## config.mk

```make
export PLATFORM = sky130hd
export DESIGN_NAME = fft_memctrl
export DESIGN_NICKNAME = d
export VERILOG_FILES = /design/src/rtl/fft_memctrl.sv
export SDC_FILE = /design/constraint.sdc
export NUM_CORES = 1
export LEC_CHECK = 0
export CORE_ASPECT_RATIO = 1.25
export CORE_UTILIZATION = 37
export DETAILED_ROUTE_END_ITERATION = 7
export DONT_BUFFER_PORTS = 1
export PLACE_DENSITY = 0.52
export SETUP_SLACK_MARGIN = 0.3
export SYNTH_ARGS = -nofsm -noshare
export SYNTH_HDL_FRONTEND = slang
export SYNTH_SLANG_ARGS = --single-unit
```

## constraint.sdc

```tcl
create_clock -name clk -period 5.4 [get_ports clk]
set_clock_uncertainty 0.1 [all_clocks]
set_input_delay 0.27 -clock clk [delete_from_list [all_inputs] [get_ports clk]]
set_output_delay 0.27 -clock clk [all_outputs]
set_load 0.03 [all_outputs]
```

## src/rtl/fft_memctrl.sv

```systemverilog
// fft_memctrl: address/control sequencer for an in-place radix-2 FFT using
// two ping-pong RAMs. Loads samples bit-reversed into RAM0, runs L stages
// (one butterfly per cycle), then streams results from the final bank.
module fft_memctrl #(
    parameter int LOG2N_MAX = 9,
    parameter int BF_LAT    = 2,
    localparam int AW = LOG2N_MAX,
    localparam int TW = LOG2N_MAX - 1,
    localparam int CW = $clog2(LOG2N_MAX + 1)
) (
    input  logic          clk,
    input  logic          reset,
    input  logic [CW-1:0] cfg_log2n,
    input  logic          start,
    input  logic          load_valid,
    input  logic [AW-1:0] load_addr,
    output logic          bf_valid,
    output logic [AW-1:0] r0_add_a,
    output logic [AW-1:0] r0_add_b,
    output logic [AW-1:0] r1_add_a,
    output logic [AW-1:0] r1_add_b,
    output logic          mem_write0,
    output logic          mem_write1,
    output logic [TW-1:0] add_tw,
    output logic [TW-1:0] add_tw_dly,
    output logic          read_sel,
    output logic          result_bank,
    input  logic          out_ready,
    output logic [AW-1:0] out_idx,
    output logic          out_valid,
    output logic          busy,
    output logic          fft_done
);

    typedef enum logic [2:0] {IDLE, COMPUTE, GAP, FLUSH, OUT, DONE} state_t;

    state_t        state_r, state_s;
    logic [CW-1:0] l_r, s_r;
    logic [TW-1:0] b_r;
    logic [2:0]    cnt_r;
    logic [AW-1:0] out_idx_r;

    // write-back delay line: one entry per butterfly in flight
    logic          dly_v_r    [BF_LAT];
    logic          dly_bank_r [BF_LAT];
    logic [AW-1:0] dly_a_r    [BF_LAT];
    logic [AW-1:0] dly_p_r    [BF_LAT];
    logic [TW-1:0] dly_tw_r   [BF_LAT];

    logic [AW:0]   n_s;
    logic [AW-1:0] n_m1_s, bz_s, mask_s, a_s, pair_s, load_rev_s;
    logic [TW-1:0] last_b_s, tw_s;
    logic [CW-1:0] tw_sh_s, cfg_l_s;

    // Clamp a requested size to the supported 2..LOG2N_MAX range
    function automatic logic [CW-1:0] clamp_l(input logic [CW-1:0] v);
        logic [CW-1:0] r;
        if (v < CW'(2)) begin
            r = CW'(2);
        end else if (v > CW'(LOG2N_MAX)) begin
            r = CW'(LOG2N_MAX);
        end else begin
            r = v;
        end
        return r;
    endfunction

    // Reverse the low l bits of v; bits at and above l are zero
    function automatic logic [AW-1:0] bit_rev(input logic [AW-1:0] v, input logic [CW-1:0] l);
        logic [AW-1:0] r;
        r = '0;
        for (int i = 0; i < AW; i++) begin
            if (i < int'(l)) begin
                r[i] = v[int'(l) - 1 - i];
            end else begin
                r[i] = 1'b0;
            end
        end
        return r;
    endfunction

    // Butterfly address, twiddle and size arithmetic for the current stage
    always_comb begin
        cfg_l_s    = clamp_l(cfg_log2n);
        load_rev_s = bit_rev(load_addr, cfg_l_s);
        n_s        = (AW+1)'(1) << l_r;
        n_m1_s     = AW'(n_s - (AW+1)'(1));
        last_b_s   = TW'((n_s >> 1) - (AW+1)'(1));
        bz_s       = AW'(b_r);
        mask_s     = (AW'(1) << s_r) - AW'(1);
        a_s        = ((bz_s >> s_r) << (s_r + CW'(1))) | (bz_s & mask_s);
        pair_s     = a_s | (AW'(1) << s_r);
        tw_sh_s    = CW'(LOG2N_MAX - 1) - s_r;
        tw_s       = TW'((bz_s & mask_s) << tw_sh_s);
    end

    // Next-state selection
    always_comb begin
        state_s = state_r;
        case (state_r)
            IDLE: begin
                if (start) state_s = COMPUTE;
                else       state_s = IDLE;
            end
            COMPUTE: begin
                if (b_r == last_b_s) begin
                    if (s_r == l_r - CW'(1)) state_s = FLUSH;
                    else                     state_s = GAP;
                end else begin
                    state_s = COMPUTE;
                end
            end
            GAP: begin
                if (cnt_r == 3'(BF_LAT - 1)) state_s = COMPUTE;
                else                         state_s = GAP;
            end
            FLUSH: begin
                if (cnt_r == 3'(BF_LAT - 1)) state_s = OUT;
                else                         state_s = FLUSH;
            end
            OUT: begin
                if (out_ready && out_idx_r == n_m1_s) state_s = DONE;
                else                                  state_s = OUT;
            end
            DONE:    state_s = IDLE;
            default: state_s = IDLE;
        endcase
    end

    // Output decode: reads/loads from the active state, writes from the delay line
    always_comb begin
        bf_valid    = 1'b0;
        r0_add_a    = '0;
        r0_add_b    = '0;
        r1_add_a    = '0;
        r1_add_b    = '0;
        mem_write0  = 1'b0;
        mem_write1  = 1'b0;
        add_tw      = '0;
        out_valid   = 1'b0;
        fft_done    = 1'b0;
        busy        = (state_r != IDLE);
        read_sel    = s_r[0];
        result_bank = busy ? l_r[0] : 1'b0;
        out_idx     = out_idx_r;
        add_tw_dly  = dly_tw_r[BF_LAT-1];
        case (state_r)
            IDLE: begin
                if (load_valid) begin
                    mem_write0 = 1'b1;
                    r0_add_a   = load_rev_s;
                    r0_add_b   = load_rev_s;
                end else begin
                    mem_write0 = 1'b0;
                end
            end
            COMPUTE: begin
                bf_valid = 1'b1;
                add_tw   = tw_s;
                if (s_r[0]) begin
                    r1_add_a = a_s;
                    r1_add_b = pair_s;
                end else begin
                    r0_add_a = a_s;
                    r0_add_b = pair_s;
                end
            end
            OUT: begin
                out_valid = 1'b1;
                if (l_r[0]) r1_add_a = out_idx_r;
                else        r0_add_a = out_idx_r;
            end
            DONE:    fft_done = 1'b1;
            default: fft_done = 1'b0;
        endcase
        // destination bank is always the one not being read, so no port clash
        if (dly_v_r[BF_LAT-1]) begin
            if (dly_bank_r[BF_LAT-1]) begin
                mem_write1 = 1'b1;
                r1_add_a   = dly_a_r[BF_LAT-1];
                r1_add_b   = dly_p_r[BF_LAT-1];
            end else begin
                mem_write0 = 1'b1;
                r0_add_a   = dly_a_r[BF_LAT-1];
                r0_add_b   = dly_p_r[BF_LAT-1];
            end
        end else begin
            add_tw_dly = dly_tw_r[BF_LAT-1];
        end
    end

    // State, counters and write-back delay line
    always_ff @(posedge clk) begin
        if (reset) begin
            state_r   <= IDLE;
            l_r       <= CW'(LOG2N_MAX);
            s_r       <= '0;
            b_r       <= '0;
            cnt_r     <= '0;
            out_idx_r <= '0;
            for (int i = 0; i < BF_LAT; i++) begin
                dly_v_r[i]    <= 1'b0;
                dly_bank_r[i] <= 1'b0;
                dly_a_r[i]    <= '0;
                dly_p_r[i]    <= '0;
                dly_tw_r[i]   <= '0;
            end
        end else begin
            state_r       <= state_s;
            dly_v_r[0]    <= bf_valid;
            dly_bank_r[0] <= bf_valid & ~s_r[0];
            dly_a_r[0]    <= bf_valid ? a_s : '0;
            dly_p_r[0]    <= bf_valid ? pair_s : '0;
            dly_tw_r[0]   <= add_tw;
            for (int i = 1; i < BF_LAT; i++) begin
                dly_v_r[i]    <= dly_v_r[i-1];
                dly_bank_r[i] <= dly_bank_r[i-1];
                dly_a_r[i]    <= dly_a_r[i-1];
                dly_p_r[i]    <= dly_p_r[i-1];
                dly_tw_r[i]   <= dly_tw_r[i-1];
            end
            case (state_r)
                IDLE: begin
                    if (start) begin
                        l_r   <= cfg_l_s;
                        s_r   <= '0;
                        b_r   <= '0;
                        cnt_r <= '0;
                    end
                end
                COMPUTE: begin
                    cnt_r <= '0;
                    if (b_r == last_b_s) b_r <= '0;
                    else                 b_r <= b_r + TW'(1);
                end
                GAP: begin
                    if (cnt_r == 3'(BF_LAT - 1)) begin
                        cnt_r <= '0;
                        s_r   <= s_r + CW'(1);
                    end else begin
                        cnt_r <= cnt_r + 3'd1;
                    end
                end
                FLUSH: begin
                    if (cnt_r == 3'(BF_LAT - 1)) cnt_r <= '0;
                    else                         cnt_r <= cnt_r + 3'd1;
                end
                OUT: begin
                    if (out_ready) out_idx_r <= out_idx_r + AW'(1);
                end
                DONE: begin
                    out_idx_r <= '0;
                    s_r       <= '0;
                    b_r       <= '0;
                end
                default: state_r <= IDLE;
            endcase
        end
    end

endmodule

```

==> After elaboration in Yosys (flattened, before gate mapping) <==
Memories as Yosys holds them, arrays and structs flattened.
Cells that the tools add are included.
{ "classes": {"addsub": 18, "magnitude_cmp": 20, "eq_ne": 12, "shift": 5, "n_mux": 101, "bitwise": 16, "n_reduce_logical": 15} }
{ "op_table": {"columns": ["op", "n"], "rows": [
  ["$lt A32 B6 Y1 const B", 7],
  ["$mux W9", 23],
  ["$pmux W9 S2", 3],
  ["$mux W1", 47],
  ["$mux W8", 5],
  ["$bmux W1 S4", 9],
  ["$pmux W9 S3", 1],
  ["$pmux W8 S3", 1],
  ["$sub A5 B4 Y6 const B", 4],
  ["$or A9 B9 Y9", 2],
  ["$shl A1 B4 Y9 const A", 2],
  ["$lt A3 B4 Y1 const A", 4],
  ["$mux W4", 4],
  ["$pmux W3 S5", 1],
  ["$mux W3", 4],
  ["$pmux W4 S3", 1],
  ["$reduce_bool A3 Y1", 4],
  ["$sub A5 B3 Y6 const B", 2],
  ["$or A1 B1 Y1", 10],
  ["$add A9 B1 Y9 const B", 1],
  ["$and A8 B9 Y9", 1],
  ["$eq A9 B9 Y1", 1],
  ["$pmux W3 S3", 1],
  ["$shl A9 B4 Y8", 1],
  ["other kinds (36)", 48]
]} }
{ "word_totals": {"reg_bits": 31, "ramBits": 56, "inputBits": 18, "output_inout_bits": 69, "wordCells": 198, "mem_count": 5} }
{ "mem_list": {"columns": ["memory", "depth", "width", "rd", "rd_clocked_by_memory_dff", "write_ports", "line", "text"], "rows": [
  ["dly_a_r", 2, 9, 2, 0, 2, "46", "logic [AW-1:0] dly_a_r [BF_LAT];"],
  ["dly_p_r", 2, 9, 2, 0, 2, "47", "logic [AW-1:0] dly_p_r [BF_LAT];"],
  ["dly_tw_r", 2, 8, 2, 0, 2, "48", "logic [TW-1:0] dly_tw_r [BF_LAT];"],
  ["dly_bank_r", 2, 1, 2, 0, 2, "45", "logic dly_bank_r [BF_LAT];"],
  ["dly_v_r", 2, 1, 2, 0, 2, "44", "logic dly_v_r [BF_LAT];"]
]} }

==> Longest topological paths before layout <==
{ "logic_depth": {"ltp_word": 13, "ltp_mapped": 15, "ltp_nobuf": 12} }

==> Worst setup path after synthesis <==
No wires, ideal clock.
{ "synth_timing": {"path_kind": "register to output", "startpoint": "register s_r[0]", "endpoint": "output port add_tw[7]", "arrival_time_ps": 3267, "required_time_ps": 5030, "slack_ps": 1763, "stages_incl_launch_ff": 13, "n_path_buf": 2, "path_cell_list": "dfxtp_1 -> buf_4 -> inv_1 -> buf_2 -> ha_1 -> ha_1 -> or3_1 -> or4_1 -> a31oi_1 -> mux4_2 -> nand2_1 -> o21a_1 -> nor2_1"} }
{ "synth_via": {"elab_chain_cells": 5, "word_cells_on_any_way": 6, "cone_classes": "add/sub: 2; shift: 2; mux: 1; bitwise: 1"} }
{ "synth_lines": {"columns": ["element", "line", "text"], "rows": [
  ["from (decl)", "38", "logic [CW-1:0] l_r, s_r;"],
  ["from (signal assigned)", "239", "s_r <= s_r + CW'(1);"],
  ["$shl A1 B4 Y9", "90", "mask_s = (AW'(1) << s_r) - AW'(1);"],
  ["$sub A9 B2 Y9", "90", null],
  ["$and A8 B9 Y9", "94", "tw_s = TW'((bz_s & mask_s) << tw_sh_s);"],
  ["$shl A9 B4 Y8 *", "94", null],
  ["$mux W8 *", "147", "case (state_r)"],
  ["to (decl)", "24", "output logic [TW-1:0] add_tw,"]
]} }
Every way passes the cells marked *; elsewhere a longest branch is shown, timed or not.

==> Final worst setup path <==
{ "layout_timing": {"startpoint": "register s_r[2]", "endpoint": "output port r1_add_b[6]"} }
{ "layout_via": {"elab_chain_cells": 9, "word_cells_on_any_way": 12, "cone_classes": "add/sub: 2; shift: 3; mux: 4; bitwise: 3"} }
{ "layout_lines": {"columns": ["element", "line", "text"], "rows": [
  ["$shl A1 B4 Y9", "90, 92", null],
  ["$sub A9 B2 Y9", "90", null],
  ["$and A8 B9 Y9", "91", "a_s = ((bz_s >> s_r) << (s_r + CW'(1))) | (bz_s & mask_s);"],
  ["$or A9 B9 Y9", "91", null],
  ["$or A9 B9 Y9 *", "92", "pair_s = a_s | (AW'(1) << s_r);"],
  ["$mux W9 *", "160", "if (s_r[0]) begin"],
  ["$mux W9 *", "147", null],
  ["$mux W9", "178", "if (dly_bank_r[BF_LAT-1]) begin"],
  ["$mux W9 *", "177", "if (dly_v_r[BF_LAT-1]) begin"],
  ["to (decl)", "21", "output logic [AW-1:0] r1_add_b,"]
]} }
Marks and branches as above.

==> impl_results.md <==
- CP cell instances: inv_1 -> ha_1 -> nand2b_1 -> ha_1 -> inv_1 -> o211ai_1 -> a21oi_1 -> a211oi_1 -> a21boi_0 -> o21ai_0
- Inserted Diodes: 0
- Hold path start: start
- Post-Syn Instances: 897
- GRT Total Usage: 0.246
- Worst-path cell with the longest stage delay: dfxtp_1
- CTS tree: built
- Layout cells sized above 1: 0.0619
- Fin crit share: 0.839
- # setup viols final: 0
- Register area: 0.00174 mm²
- Predominant post-synthesis flop cell: dfxtp_1
- Via-to-Cell Ratio: 5.97
- Routed WL per cell: 21.1 µm
- Crit path from: s_r[2]
- Multi-input gate area: 0.00448 mm²
- Data required, critical path: 5030 ps
- Worst min-delay path class: primary input to flop
- # IOs: 87
- Slowest stage delay, CP: 860 ps
- Die area: 0.0186 mm²
- First-pass GRT wire length: 35100 µm
- Slew Viols, Final: 0
- RSZ-0062 raised after global routing: no
- Leak Pwr: 2.56 nW
- RR Startpoint: s_r[2]
- Syn Nets: 940
- Worst Hold Depth: 3
- Yosys Warn Count: 0
- Max clock buf depth: 2
- Slew HR: 0.337
- Antenna viol nets, final: 0
- Post-synthesis sequential area ratio: 0.261
- Util after Layout: 0.402
- I/O Buffers: 0
- Detailed Place HPWL: 16500 µm
- Area growth syn-to-layout: 5.67%
- Reg2reg path depth: 10
- Pwr/cell area: 235 mW/mm²
- Height of the die: 152 µm
- MaxCap Viol Count: 0
- Number of synthesized register bits: 87
- Total gr overflow: 0
- Critical Path AT: 4160 ps
- Final hold viol count: 0
- Die Span X: 122 µm
- Clk slew on worst S/H paths: 70 ps
- Initial Util: 0.381
- # Post-CTS Setup Buffers: 0
- Worst Path Max Fanout: 21
- Post-synth ARST share: 0
- Vias in the first global route: 6068
- F_max: 0.221 GHz
- EDFF count, synth: 0
- Worst setup SP type: flop
- Actual slew at the worst max-slew pin: 984 ps
- Largest net degree at the start of global routing: 43
- Latest clock arrival within the worst-skew pair: 350 ps
- Total power: 1.66 mW
- Worst VDD drop: 0.000157 V
- Routed WL: 22800 µm
- Nets: 894
- Clock sinks: 87
- Fill count: 1915
- Htree depth: 3
- Syn Area/Cell: 7.45 µm²
- DRT iter0 DRCs: 564
- Vias: 6448
- DRT Pass-1 Iters: 5
- Cell Rows: 54
- Cell Area, Synth: 0.00669 mm²
- Fin crit period: 4530 ps
- Outcome: finished clean
- Core Region: 0.0176 mm²
- Number of buffers created by CTS: 9
- Setup TNS: 0 ps
- Netlist cell types: 79
- CP endpoint kind: primary output
- Remaining DRCs: 0
- CTS root buffer: clkbuf_16
- # resized after CTS: 0
- Crit path kind: flop to primary output
- GPL Wtd Cong: 0.936
- Initial antenna violation count: 0
## cell families (layout without fill, tap and decap cells)
kind of cell    count (synthesis)  count (layout)  share of synthesized area
fa+ha+maj                      27              27                     0.0503
buf+inv                       105              64                     0.0694
xor+xnor                       39              39                     0.0511
compound gates                259             259                      0.254
mux                            36              36                     0.0638
flops                          87              87                      0.261
simple gates                  344             344                      0.250
## cell usage after synthesis, types with 4 or more instances
cell,instances,area [µm²]
nor2_1,96,360
nand2_1,91,342
dfxtp_1,87,1740
a21oi_1,68,340
o21ai_0,63,315
clkbuf_1,53,199
nor2b_1,46,288
nand3_1,29,145
mux2i_1,28,280
inv_1,27,101
ha_1,25,313
xnor2_1,21,184
nor3_1,18,90.1
xor2_1,18,158
a31oi_1,13,81.3
nand2b_1,11,68.8
buf_4,10,75.1
o22ai_1,10,62.6
and3_1,8,50.1
buf_2,8,40.0
o221ai_1,8,70.1
a211oi_1,7,52.6
a21o_1,7,52.6
o211ai_1,7,52.6
or3_1,7,43.8
nand4_1,6,37.5
nor3b_1,6,45.0
o21a_1,6,45.0
a211o_1,5,43.8
a22o_1,5,43.8
a22oi_1,5,37.5
mux4_2,5,113
o31ai_1,5,37.5
a21boi_0,4,30.0
a32oi_1,4,35.0
## registers in the layout, indices dropped and copies added (netlist names)
| name | cells |
|---|---|
| out_idx | 9 |
| dly_bank_r | 2 |
| dly_tw_r | 16 |
| dly_p_r | 18 |
| state_r | 3 |
| l_r | 4 |
| s_r | 4 |
| cnt_r | 3 |
| dly_a_r | 18 |
| dly_v_r | 2 |
| b_r | 8 |
## critical path: cells and delay by family, from the launching register on
| family | cells | cell delay [ps] |
|---|---|---|
| buf+inv | 2 | 410 |
| simple gates | 1 | 150 |
| compound gates | 5 | 1810 |
| flops | 1 | 860 |
| fa+ha+maj | 2 | 580 |
## where the power goes
| group | switching, mW | total, mW | internal, mW |
|---|---|---|---|
| registers | 0.0176 | 0.668 | 0.651 |
| clock network | 0.304 | 0.627 | 0.323 |
| logic | 0.245 | 0.367 | 0.122 |
## cells in the final DEF (no fill, tap or decap), types with 8 or more instances in the layout
| master | synthesis | layout |
|---|---|---|
| nand3_1 | 29 | 29 |
| nand2b_1 | 11 | 11 |
| nand2_1 | 91 | 91 |
| nor2b_1 | 46 | 46 |
| ha_1 | 25 | 25 |
| o21ai_0 | 63 | 63 |
| nor3_1 | 18 | 18 |
| xnor2_1 | 21 | 21 |
| and3_1 | 8 | 8 |
| o22ai_1 | 10 | 10 |
| mux2i_1 | 28 | 28 |
| clkbuf_16 | 0 | 9 |
| dfxtp_1 | 87 | 86 |
| nor2_1 | 96 | 96 |
| xor2_1 | 18 | 18 |
| a31oi_1 | 13 | 13 |
| o221ai_1 | 8 | 8 |
| buf_4 | 10 | 17 |
| inv_1 | 27 | 27 |
| a21oi_1 | 68 | 68 |
## repair_timing
| item | in CTS | in global routing |
|---|---|---|
| endpoints found under the hold margin | 41 | 0 |
| hold buffers | 3 | 0 |
| endpoints found under the setup margin | 0 | 0 |
## per-layer routing
| layer | track usage | routed length [µm] | vias to the layer above |
|---|---|---|---|
| met3 | 0.0457 | 1340 | 43 |
| met5 | 0 | 0 | - |
| li1 | - | - | 3105 |
| met4 | 0.109 | 893 | 0 |
| met2 | 0.410 | 11000 | 245 |
| met1 | 0.303 | 9570 | 3055 |
## area by class of cell
cell class                      count  area share
Tap cell                          224      0.0397
Multi-Input combinational cell    705       0.634
Clock buffer                        9      0.0319
Timing Repair Buffer               20      0.0237
Clock inverter                      7     0.00903
Inverter                           28      0.0149
Sequential cell                    87       0.247
## stage by stage
stage	instances	area (µm²)	hold WS, ps	setup slack, ps
floorplan	897	6690	314	1760
global placement	1061	6740	251	1350
detailed placement	1061	6740	251	1310
CTS	1080	7060	33.0	921
global route	1080	7060	60.6	589
finish	1080	7060	40.4	867
## final timing paths
check	slack [ps]	to
max	870	r1_add_b[6]
min	40	l_r[2]
max reg2reg	1740	dly_p_r[0][6]
min reg2reg	320	dly_a_r[0][10]
Note: power is estimated with default switching activity, not from simulation.
